### config.mk
export PLATFORM = sky130hd
export DESIGN_NAME = reg_bank_sched
export DESIGN_NICKNAME = d
export VERILOG_FILES = /design/src/rtl/reg_bank_pkg.sv /design/src/rtl/reg_bank_clr_seq.sv /design/src/rtl/reg_bank_sched.sv
export SDC_FILE = /design/constraint.sdc
export NUM_CORES = 1
export LEC_CHECK = 0
export BUFFER_PORTS_ARGS = -buffer_cell sky130_fd_sc_hd__buf_4
export CAP_MARGIN = 40
export CORE_MARGIN = 1
export CORE_UTILIZATION = 47
export DETAILED_ROUTE_END_ITERATION = 6
export PLACE_DENSITY_LB_ADDON = 0.25
export SLEW_MARGIN = 10
export SYNTH_ARGS = -nofsm -noshare
export SYNTH_HDL_FRONTEND = slang
export SYNTH_SLANG_ARGS = --single-unit
### constraint.sdc
create_clock -name clk_i -period 2.54 [get_ports clk_i]
set_input_delay 0.127 -clock clk_i [delete_from_list [all_inputs] [get_ports clk_i]]
set_output_delay 0.127 -clock clk_i [all_outputs]
set_load 0.05 [all_outputs]
### src/rtl/reg_bank_pkg.sv
// Shared types and default sizing for the register-bank scheduler.
package reg_bank_pkg;
    localparam int unsigned DATA_W_DEF     = 16;
    localparam int unsigned ADDR_W_DEF     = 4;
    localparam int unsigned NREG           = 16;
    localparam int unsigned STARVE_LIM_DEF = 4;

    typedef enum logic [1:0] {
        ST_IDLE   = 2'd0,
        ST_CLEAR  = 2'd1,
        ST_DBG_RD = 2'd2
    } state_e;
endpackage

### src/rtl/reg_bank_clr_seq.sv
// Clear address sequencer: walks register addresses while active and
// pulses done the cycle after the last address is driven.
module reg_bank_clr_seq
    import reg_bank_pkg::*;
#(
    parameter int unsigned ADDR_W = ADDR_W_DEF
) (
    input  logic              clk_i,
    input  logic              rst_ni,
    input  logic              active_i,
    output logic [ADDR_W-1:0] addr_o,
    output logic [ADDR_W-1:0] next_addr_o,
    output logic              last_o,
    output logic              done_o
);
    localparam logic [ADDR_W-1:0] LAST_ADDR = ADDR_W'(NREG - 1);

    logic [ADDR_W-1:0] cnt_q, cnt_d;
    logic              done_q, done_d;
    logic              last;

    always_comb begin
        last   = active_i && (cnt_q == LAST_ADDR);
        cnt_d  = cnt_q;
        done_d = last;
        if (active_i) begin
            cnt_d = last ? '0 : cnt_q + 1'b1;
        end
    end

    always_ff @(posedge clk_i or negedge rst_ni) begin
        if (!rst_ni) begin
            cnt_q  <= '0;
            done_q <= 1'b0;
        end else begin
            cnt_q  <= cnt_d;
            done_q <= done_d;
        end
    end

    assign addr_o      = cnt_q;
    assign next_addr_o = cnt_q + 1'b1;
    assign last_o      = last;
    assign done_o      = done_q;
endmodule

### src/rtl/reg_bank_sched.sv
// Register-bank port scheduler: arbitrates clear, core writeback and debug
// access onto one registered write port and one registered read address.
module reg_bank_sched
    import reg_bank_pkg::*;
#(
    parameter int unsigned DATA_W     = DATA_W_DEF,
    parameter int unsigned ADDR_W     = ADDR_W_DEF,
    parameter int unsigned STARVE_LIM = STARVE_LIM_DEF
) (
    input  logic              clk_i,
    input  logic              rst_ni,
    input  logic              clr_req_i,
    input  logic              wb_valid_i,
    input  logic [ADDR_W-1:0] wb_addr_i,
    input  logic [DATA_W-1:0] wb_data_i,
    output logic              wb_ready_o,
    input  logic              dbg_valid_i,
    input  logic              dbg_we_i,
    input  logic [ADDR_W-1:0] dbg_addr_i,
    input  logic [DATA_W-1:0] dbg_wdata_i,
    output logic              dbg_ready_o,
    output logic              dbg_rvalid_o,
    output logic [DATA_W-1:0] dbg_rdata_o,
    output logic [ADDR_W-1:0] rd_addr_o,
    input  logic [DATA_W-1:0] rd_data_i,
    output logic              wr_en_o,
    output logic [ADDR_W-1:0] wr_addr_o,
    output logic [DATA_W-1:0] wr_data_o,
    output logic              busy_o,
    output logic              clr_done_o
);
    localparam int unsigned   SW  = $clog2(STARVE_LIM + 1);
    localparam logic [SW-1:0] LIM = SW'(STARVE_LIM);

    state_e            state_q, state_d;
    logic [SW-1:0]     starve_q, starve_d;
    logic              wr_en_q, wr_en_d;
    logic [ADDR_W-1:0] wr_addr_q, wr_addr_d;
    logic [DATA_W-1:0] wr_data_q, wr_data_d;
    logic [ADDR_W-1:0] rd_addr_q, rd_addr_d;
    logic              rvalid_q, rvalid_d;
    logic [DATA_W-1:0] rdata_q, rdata_d;

    logic              clr_g, wb_g, dbg_g, dbg_force;
    logic              clr_active, clr_last, clr_done;
    logic [ADDR_W-1:0] clr_addr, clr_next;

    assign clr_active = (state_q == ST_CLEAR);

    reg_bank_clr_seq #(
        .ADDR_W (ADDR_W)
    ) u_clr_seq (
        .clk_i       (clk_i),
        .rst_ni      (rst_ni),
        .active_i    (clr_active),
        .addr_o      (clr_addr),
        .next_addr_o (clr_next),
        .last_o      (clr_last),
        .done_o      (clr_done)
    );

    always_ff @(posedge clk_i or negedge rst_ni) begin
        if (!rst_ni) begin
            state_q <= ST_IDLE;
        end else begin
            state_q <= state_d;
        end
    end

    always_comb begin
        state_d = state_q;
        unique case (state_q)
            ST_IDLE: begin
                if (clr_g) begin
                    state_d = ST_CLEAR;
                end else if (dbg_g && !dbg_we_i) begin
                    state_d = ST_DBG_RD;
                end
            end
            ST_CLEAR:  if (clr_last) state_d = ST_IDLE;
            ST_DBG_RD: state_d = ST_IDLE;
            default:   state_d = ST_IDLE;
        endcase
    end

    // A saturated starvation counter lets a waiting debug request jump ahead of writeback.
    always_comb begin
        clr_g     = 1'b0;
        wb_g      = 1'b0;
        dbg_g     = 1'b0;
        dbg_force = (starve_q == LIM) && dbg_valid_i;
        if (state_q == ST_IDLE) begin
            clr_g = clr_req_i;
            wb_g  = !clr_req_i && wb_valid_i && !dbg_force;
            dbg_g = !clr_req_i && dbg_valid_i && (dbg_force || !wb_valid_i);
        end

        starve_d = starve_q;
        if (dbg_g) begin
            starve_d = '0;
        end else if ((state_q == ST_IDLE) && dbg_valid_i && (starve_q != LIM)) begin
            starve_d = starve_q + 1'b1;
        end

        wr_en_d   = 1'b0;
        wr_addr_d = wr_addr_q;
        wr_data_d = wr_data_q;
        if (clr_g) begin
            wr_en_d   = 1'b1;
            wr_addr_d = '0;
            wr_data_d = '0;
        end else if (wb_g) begin
            wr_en_d   = 1'b1;
            wr_addr_d = wb_addr_i;
            wr_data_d = wb_data_i;
        end else if (dbg_g && dbg_we_i) begin
            wr_en_d   = 1'b1;
            wr_addr_d = dbg_addr_i;
            wr_data_d = dbg_wdata_i;
        end else if (clr_active && !clr_last) begin
            wr_en_d   = 1'b1;
            wr_addr_d = clr_next;
            wr_data_d = '0;
        end

        rd_addr_d = (dbg_g && !dbg_we_i) ? dbg_addr_i : rd_addr_q;
        rvalid_d  = (state_q == ST_DBG_RD);
        rdata_d   = (state_q == ST_DBG_RD) ? rd_data_i : rdata_q;

        wb_ready_o  = wb_g;
        dbg_ready_o = dbg_g;
        busy_o      = (state_q != ST_IDLE);
    end

    always_ff @(posedge clk_i or negedge rst_ni) begin
        if (!rst_ni) begin
            starve_q  <= '0;
            wr_en_q   <= 1'b0;
            wr_addr_q <= '0;
            wr_data_q <= '0;
            rd_addr_q <= '0;
            rvalid_q  <= 1'b0;
            rdata_q   <= '0;
        end else begin
            starve_q  <= starve_d;
            wr_en_q   <= wr_en_d;
            wr_addr_q <= wr_addr_d;
            wr_data_q <= wr_data_d;
            rd_addr_q <= rd_addr_d;
            rvalid_q  <= rvalid_d;
            rdata_q   <= rdata_d;
        end
    end

    assign wr_en_o      = wr_en_q;
    assign wr_addr_o    = wr_addr_q;
    assign wr_data_o    = wr_data_q;
    assign rd_addr_o    = rd_addr_q;
    assign dbg_rvalid_o = rvalid_q;
    assign dbg_rdata_o  = rdata_q;
    assign clr_done_o   = clr_done;

    logic unused_clr_addr;
    assign unused_clr_addr = ^clr_addr;
endmodule

==> flow_summary.rst, run 1 <==
.. list-table::
   :header-rows: 1

   * - Metric
     - Value
   * - Status
     - finished, final reports clean
   * - Worst Hold Path Cells
     - 2
   * - Average detailed-routed wire length per instance
     - 15.7 um
   * - Final Critical Period
     - 2.04 ns
   * - Syn nets
     - 274
   * - DIE HEIGHT
     - 73.7 um
   * - Synth warn
     - 0
   * - Cell at the root of the clock tree
     - sky130_fd_sc_hd__clkbuf_8
   * - Async set-or-reset flop fraction in the synthesized netlist
     - 1.00
   * - CTS tree
     - yes
   * - Int Power
     - 1980 uW
   * - Wire length of the first global-routing pass
     - 9290 um
   * - Port Buffers
     - 107
   * - Period Utilization, post-route
     - 0.803
   * - Static leakage power
     - 0.00172 uW
   * - Die Outline Area
     - 5430 um2
   * - Max-slew violation count
     - 0
   * - Largest driver fanout on the critical path
     - 14
   * - Transition time of the tightest slew-check pin
     - 0.636 ns
   * - CTS clk-pin slew, worst paths
     - 0.08 ns
   * - Overall die width
     - 73.7 um
   * - Sequential group share of total power
     - 0.351
   * - Remaining routing DRC violations
     - 0
   * - R2r setup slk
     - 0.60 ns
   * - Crit path DAT
     - 1.91 ns
   * - Post-route design area
     - 3390 um2
   * - Detailed-routing iteration count for the pre-antenna-repair pass
     - 4
   * - Switching Share
     - 0.434
   * - Synth Cell Area
     - 2410 um2
   * - Headroom to the max-slew limit
     - 0.576
   * - Max_cap viols
     - 0
   * - Nets
     - 378
   * - I/O Pins
     - 108
   * - Maximum buffer depth of the clock tree
     - 2
   * - RSZ-0062 raised after global routing
     - false
   * - Endpoint required time on the critical path
     - 2.41 ns
   * - Total negative slack
     - 0 ns
   * - Number of synthesized register bits
     - 52
   * - Starting DRC count in detailed routing
     - 148
   * - Terminus of the critical flop-to-flop path
     - wr_addr_o[2]
   * - Number of antenna cells inserted
     - 0
   * - Number of enable-type register cells in the synthesized netlist
     - 0
   * - Portion of the post-synthesis area used by sequential elements
     - 0.539
   * - Core Box Area
     - 4850 um2
   * - Non-filler instance count after layout
     - 379
   * - Critical path launch point type
     - flop
   * - Post-synthesis average cell area
     - 11.6 um2
   * - Cells after Synth
     - 209
   * - Starting density of the core
     - 0.498
   * - Via count
     - 2081
   * - Hold path startpoint
     - dbg_addr_i[3]
   * - Net switching power
     - 1520 uW
   * - Count of final setup violators
     - 0
   * - Postcts setup bufs
     - 0
   * - Total detailed-routing wirelength
     - 5960 um
   * - Clock latency of the later-clocked register in the worst-skew pair
     - 0.30 ns
   * - Synth-to-Final Area Change
     - 40.4%
   * - Area fraction of the dominant cell type after synthesis
     - 0.539
   * - Initial antenna violation count
     - 0
   * - R2r worst-path depth
     - 7
   * - Critical Path End Type
     - output pin
   * - Number of placed instances, taps included
     - 372
   * - Clock Skew
     - 0.00221 ns
   * - Placed inst area
     - 3280 um2
   * - Final hold vios
     - 0
   * - Total power per unit cell area
     - 1030 nW/um2
   * - Terminating pin of the worst hold path
     - rd_addr_o[3]
   * - Final hold slack
     - 0.0539 ns
   * - Post-synth top area cell
     - sky130_fd_sc_hd__dfrtp_1
   * - Distinct cell type count after synthesis
     - 39
   * - Ratio of cells with drive above 1 in the final layout
     - 0.442
   * - HPWL reported at the end of detailed placement
     - 4290 um
   * - GPL Wtd Cong
     - 0.835
   * - Row count
     - 25
   * - Largest net degree at the start of global routing
     - 53
   * - Share of power burned in combinational logic
     - 0.497
   * - Number of CTS-inserted buffers
     - 5
   * - Most used flip-flop cell after synthesis
     - sky130_fd_sc_hd__dfrtp_1
   * - Count of antenna-violating nets left after detailed routing
     - 0
   * - Overall routing resource usage
     - 0.227
   * - Number of sinks driven by the clock tree
     - 52
   * - GRT overflow
     - 0
   * - Highest ir drop seen on vdd
     - 0.696 mV
   * - Vias per cell
     - 5.49
   * - Top area cells in the synthesized netlist
     - sky130_fd_sc_hd__dfrtp_1, sky130_fd_sc_hd__mux2_2, sky130_fd_sc_hd__o2bb2ai_1
   * - Setup CP Type
     - reg -> out
   * - Launch point of the worst reg-to-reg path
     - starve_q[0]
   * - Maximum clock frequency
     - 0.491 GHz
   * - Via count of the first global-routing pass
     - 2072
   * - H-tree levels
     - 2
   * - Clock network fraction of total power
     - 0.152
   * - Min-delay worst type
     - in -> reg
-- worst max path at each step --
stage                start            to  slack (ns)  depth (start not counted)
3_5_place_dp    state_q[0]  rd_addr_o[2]        0.62                          4
4_1_cts        starve_q[0]    wb_ready_o        0.52                          6
3_3_place_gp    state_q[0]  rd_addr_o[2]        0.64                          4
2_1_floorplan   state_q[0]  rd_addr_o[0]        0.29                          6
6_report       starve_q[0]    wb_ready_o        0.50                          6
5_1_grt        starve_q[0]    wb_ready_o        0.38                          6
-- registers in the layout (all words and copies together) (netlist names) --
name / flops
u_clr_seq.addr_o: 4
dbg_rvalid_o: 1
dbg_rdata_o: 16
state_q: 2
wr_addr_o: 4
wr_en_o: 1
wr_data_o: 16
rd_addr_o: 4
starve_q: 3
u_clr_seq.done_o: 1
-- final cells by class --
class / count / area (um2)
clock buffer: 5 / 68.8
clock inverter: 1 / 30.0
fill: 380 / 1460
inverter: 5 / 18.8
multi-input combinational: 135 / 1030
sequential: 52 / 1300
tap: 67 / 83.8
timing repair buffer: 114 / 858
-- power by group through the flow --
stage	Combinational, uW	Sequential (uW)	Clock [uW]
after floorplan	604	1820	0
after global placement	1710	1230	0
after detailed placement	1740	1240	0
after CTS	1750	1230	546
after global routing	1840	1260	580
final	1740	1230	531
-- cell usage after synthesis, types with 3 or more instances --
master                      count
sky130_fd_sc_hd__mux2_2        16
sky130_fd_sc_hd__and3_1        16
sky130_fd_sc_hd__nor2_1         8
sky130_fd_sc_hd__inv_1          5
sky130_fd_sc_hd__dfrtp_1       52
sky130_fd_sc_hd__clkbuf_1      10
sky130_fd_sc_hd__nand2_1        9
sky130_fd_sc_hd__xnor2_1        3
sky130_fd_sc_hd__o2bb2ai_1     17
sky130_fd_sc_hd__mux2_1         4
sky130_fd_sc_hd__a31oi_1       16
sky130_fd_sc_hd__nor3_1         3
sky130_fd_sc_hd__a22o_1         3
sky130_fd_sc_hd__buf_2          5
sky130_fd_sc_hd__nand3_1        6
sky130_fd_sc_hd__ha_1           3
sky130_fd_sc_hd__and2_1         4
-- cells in the final DEF, fill, tap and decap left out, drive strengths merged, types with 2 or more instances in the layout --
cell type and n:
a32o 2, o2bb2ai 17, nand2 9, ha 3, and2 4, clkbuf 5
nor2 8, inv 5, buf 113, o21ai 2, a31oi 16, xor2 2
nand3 6, dfrtp 52, a22o 3, nor3b 2, nor3 3, mux2 20
a221o 2, xnor2 3, nor2b 2, and3 16, nand4 2
-- layer usage --
metal / vias to the layer above / wire length [um] / global-route usage
met1: 1017 / 2500 / 0.273
met4: 0 / 100 / 0.0833
li1: 981 / - / -
met2: 73 / 2930 / 0.384
met3: 10 / 418 / 0.0672
met5: - / 0 / 0
-- worst max-delay path: stages (launching register included) --
cell                      delay (ns)
sky130_fd_sc_hd__dfrtp_1        0.37
sky130_fd_sc_hd__inv_1          0.08
sky130_fd_sc_hd__ha_1           0.23
sky130_fd_sc_hd__nand3_1        0.18
sky130_fd_sc_hd__nand2_1        0.34
sky130_fd_sc_hd__nor2_1         0.20
sky130_fd_sc_hd__buf_4          0.21
-- stage by stage --
stage / setup slack [ns] / util / total power, uW
2_1_floorplan: 0.287 / - / 2420
3_3_place_gp: 0.639 / 0.677 / 2940
3_5_place_dp: 0.616 / 0.677 / 2980
4_1_cts: 0.519 / 0.699 / 3520
5_1_grt: 0.377 / 0.699 / 3680
6_report: 0.502 / 0.699 / 3490
-- timing repair --
item,in CTS,in global routing
hold endpoints to repair,52,0
gates resized for setup,0,0
hold buffers,1,0
-- cells by family (layout without fill, tap and decap cells) --
| logic type | Yosys count | count (layout) | share of synthesized area |
|---|---|---|---|
| compound gates | 51 | 51 | 0.170 |
| buf+inv | 22 | 125 | 0.0383 |
| fa+ha+maj | 3 | 3 | 0.0155 |
| simple gates | 55 | 55 | 0.122 |
| xor+xnor | 5 | 5 | 0.0181 |
| mux | 21 | 21 | 0.0974 |
| flops | 52 | 52 | 0.539 |
No activity file was read; power rests on OpenSTA's default activity.
==> inputs of run 2 (changes only) <==
--- a/config.mk
+++ b/config.mk
@@ -8,7 +8,7 @@
 export BUFFER_PORTS_ARGS = -buffer_cell sky130_fd_sc_hd__buf_4
 export CAP_MARGIN = 40
 export CORE_MARGIN = 1
-export CORE_UTILIZATION = 47
+export CORE_UTILIZATION = 42
 export DETAILED_ROUTE_END_ITERATION = 6
 export PLACE_DENSITY_LB_ADDON = 0.25
 export SLEW_MARGIN = 10
==> constraint.sdc (replaced) <==
create_clock -name clk_i -period 1.7 [get_ports clk_i]
set_input_delay 0.085 -clock clk_i [delete_from_list [all_inputs] [get_ports clk_i]]
set_output_delay 0.085 -clock clk_i [all_outputs]
set_load 0.05 [all_outputs]
==> run 2 against run 1 <==
Against the previous run: sequential share of layout area decreased by 5.6 points; die area is 12% higher; the flow now finishes with violations (setup timing); count of clock-buffer cells in the layout unchanged; worst hold slack got worse by 0.039 ns; final area increased by 17%; sequential power grew 50%; utilization is 1.7 points higher; first-iteration DRC count fell by 19%.
==> flow_summary.rst, run 2 (synthesis results as in run 1) <==
.. list-table::
   :header-rows: 1

   * - Metric
     - Value
   * - Via count of the first global-routing pass
     - 2214
   * - Number of buffer and inverter stages on the critical path
     - 3
   * - Largest driver fanout on the critical path
     - 5
   * - Clock Skew
     - 0.00467 ns
   * - RSZ-0062 raised after global routing
     - true
   * - Nets
     - 416
   * - Die Outline Area
     - 6060 um2
   * - Starting density of the core
     - 0.436
   * - Slowest stage delay, CP
     - 0.40 ns
   * - Period Utilization, post-route
     - 1.02
   * - Slowest stage cell on the critical path
     - sky130_fd_sc_hd__dfrtp_1
   * - Max-slew violation count
     - 0
   * - Transition time of the tightest slew-check pin
     - 0.655 ns
   * - Total detailed-routing wirelength
     - 7260 um
   * - Cell at the root of the clock tree
     - sky130_fd_sc_hd__clkbuf_8
   * - Setup CP Type
     - reg -> reg
   * - Violations in the final reports
     - setup timing
   * - Number of CTS-inserted buffers
     - 5
   * - Wire length of the first global-routing pass
     - 10500 um
   * - Count of final setup violators
     - 13
   * - Via count
     - 2289
   * - Overall die width
     - 77.8 um
   * - Row count
     - 27
   * - Initial antenna violation count
     - 0
   * - Headroom to the max-slew limit
     - 0.563
   * - Crit path DAT
     - 1.97 ns
   * - Critical path launch point type
     - flop
   * - Clock latency of the later-clocked register in the worst-skew pair
     - 0.30 ns
   * - Synth-to-Final Area Change
     - 64.4%
   * - Final hold vios
     - 0
   * - GRT overflow
     - 0
   * - Remaining routing DRC violations
     - 0
   * - Final Critical Period
     - 1.74 ns
   * - Largest net degree at the start of global routing
     - 53
   * - R2r setup slk
     - -0.04 ns
   * - Average detailed-routed wire length per instance
     - 17.2 um
   * - Detailed-routing iteration count for the pre-antenna-repair pass
     - 4
   * - Critical Path End Type
     - flop
   * - CTS tree
     - yes
   * - Total power per unit cell area
     - 1450 nW/um2
   * - Commonest non-fill, non-tap cell in the layout
     - sky130_fd_sc_hd__buf_4
   * - Overall routing resource usage
     - 0.224
   * - Status
     - finished, violations left
   * - Commonest cells after routing, fill and taps aside
     - sky130_fd_sc_hd__buf_4, sky130_fd_sc_hd__dfrtp_1, sky130_fd_sc_hd__and3_1, sky130_fd_sc_hd__mux2_2, sky130_fd_sc_hd__a31oi_1
   * - Max_cap viols
     - 0
   * - Starting DRC count in detailed routing
     - 120
   * - Static leakage power
     - 0.00198 uW
   * - Port Buffers
     - 107
   * - Number of antenna cells inserted
     - 0
   * - Min-delay worst type
     - in -> reg
   * - Count of antenna-violating nets left after detailed routing
     - 0
   * - I/O Pins
     - 108
   * - DIE HEIGHT
     - 77.8 um
   * - Number of sinks driven by the clock tree
     - 52
   * - HPWL reported at the end of detailed placement
     - 4370 um
   * - GPL Wtd Cong
     - 0.799
   * - H-tree levels
     - 2
   * - Power, Total
     - 5740 uW
   * - Ratio of cells with drive above 1 in the final layout
     - 0.544
   * - Maximum buffer depth of the clock tree
     - 2
   * - Endpoint required time on the critical path
     - 1.93 ns
   * - Total negative slack
     - -0.218 ns
   * - Min setup slack post-route
     - -0.0380 ns
   * - Highest ir drop seen on vdd
     - 1.05 mV
   * - Vias per cell
     - 5.41
   * - Cell chain of the critical path
     - inv_2 -> ha_4 -> nand3_4 -> and2_4 -> o41ai_4 -> buf_6 -> clkbuf_16 -> o2bb2ai_2
   * - Core Box Area
     - 5540 um2
   * - Delay-heaviest family, CP
     - buffers and inverters
   * - CTS clk-pin slew, worst paths
     - 0.09 ns
   * - Maximum clock frequency
     - 0.575 GHz
run 2: changes by cell type in the layout (fill, tap and decap cells not counted), moves of 3 or more:
cell                            change
sky130_fd_sc_hd__buf_6              +5
sky130_fd_sc_hd__mux2_4             +4
sky130_fd_sc_hd__buf_12             +5
sky130_fd_sc_hd__buf_4             +11
sky130_fd_sc_hd__o2bb2ai_2          +6
sky130_fd_sc_hd__o2bb2ai_1          -6
sky130_fd_sc_hd__dlygate4sd3_1     +11
sky130_fd_sc_hd__buf_8              +3
sky130_fd_sc_hd__mux2_1             -4
run 2: through the flow:
stage	instance area (um2)	std cells	setup WS (ns)	utilization	hold slack (ns)
2_1_floorplan	2420	209	-0.502	-	-0.211
3_3_place_gp	3410	389	-0.0112	0.615	0.157
3_5_place_dp	3410	389	-0.0814	0.615	0.156
4_1_cts	3790	415	-0.0194	0.685	0.00219
5_1_grt	3970	423	-0.106	0.716	0.00201
6_report	3970	423	-0.0380	0.716	0.0148
run 2: worst paths after layout:
check | startpoint | end | cells after the start
worst min register to register | wr_addr_o[0] | wr_addr_o[0] | 1
min in group asynchronous | rst_ni | rd_addr_o[3] | 2
worst min-delay path | rd_data_i[15] | dbg_rdata_o[15] | 2
worst max-delay path | starve_q[0] | wr_data_o[14] | 8
max in group asynchronous | rst_ni | dbg_rdata_o[13] | 2
worst max register to register | starve_q[0] | wr_data_o[14] | 8
run 2: power by group:
| group | internal [uW] | leakage [uW] | switching (uW) |
|---|---|---|---|
| Combinational | 1370 | 0.00125 | 1860 |
| Sequential | 1590 | 0.000686 | 251 |
| Clock | 279 | 0.0000400 | 391 |
run 2: final cells by class:
cell class | instances | area (um2)
clock inverter | 2 | 12.5
multi-input combinational | 135 | 1160
inverter | 5 | 18.8
fill | 398 | 1570
clock buffer | 5 | 68.8
tap | 72 | 90.1
sequential | 52 | 1300
timing repair buffer | 152 | 1320
run 2: repair_timing:
item | 4_1_cts | 5_1_grt
endpoints found under the hold margin | 62 | 1
hold buffers | 11 | 1
endpoints found under the setup margin | 20 | 27
setup buffers | 6 | 6
gates cloned | 2 | 1
resized for setup | 21 | 21
pin swaps | 2 | 6
run 2: per-layer routing:
layer,routed length [um],GRT usage,vias to the layer above
met5,0,0,-
met1,2920,0.282,1121
met3,493,0.0565,9
met4,81,0.0642,0
li1,-,-,1058
met2,3770,0.379,101
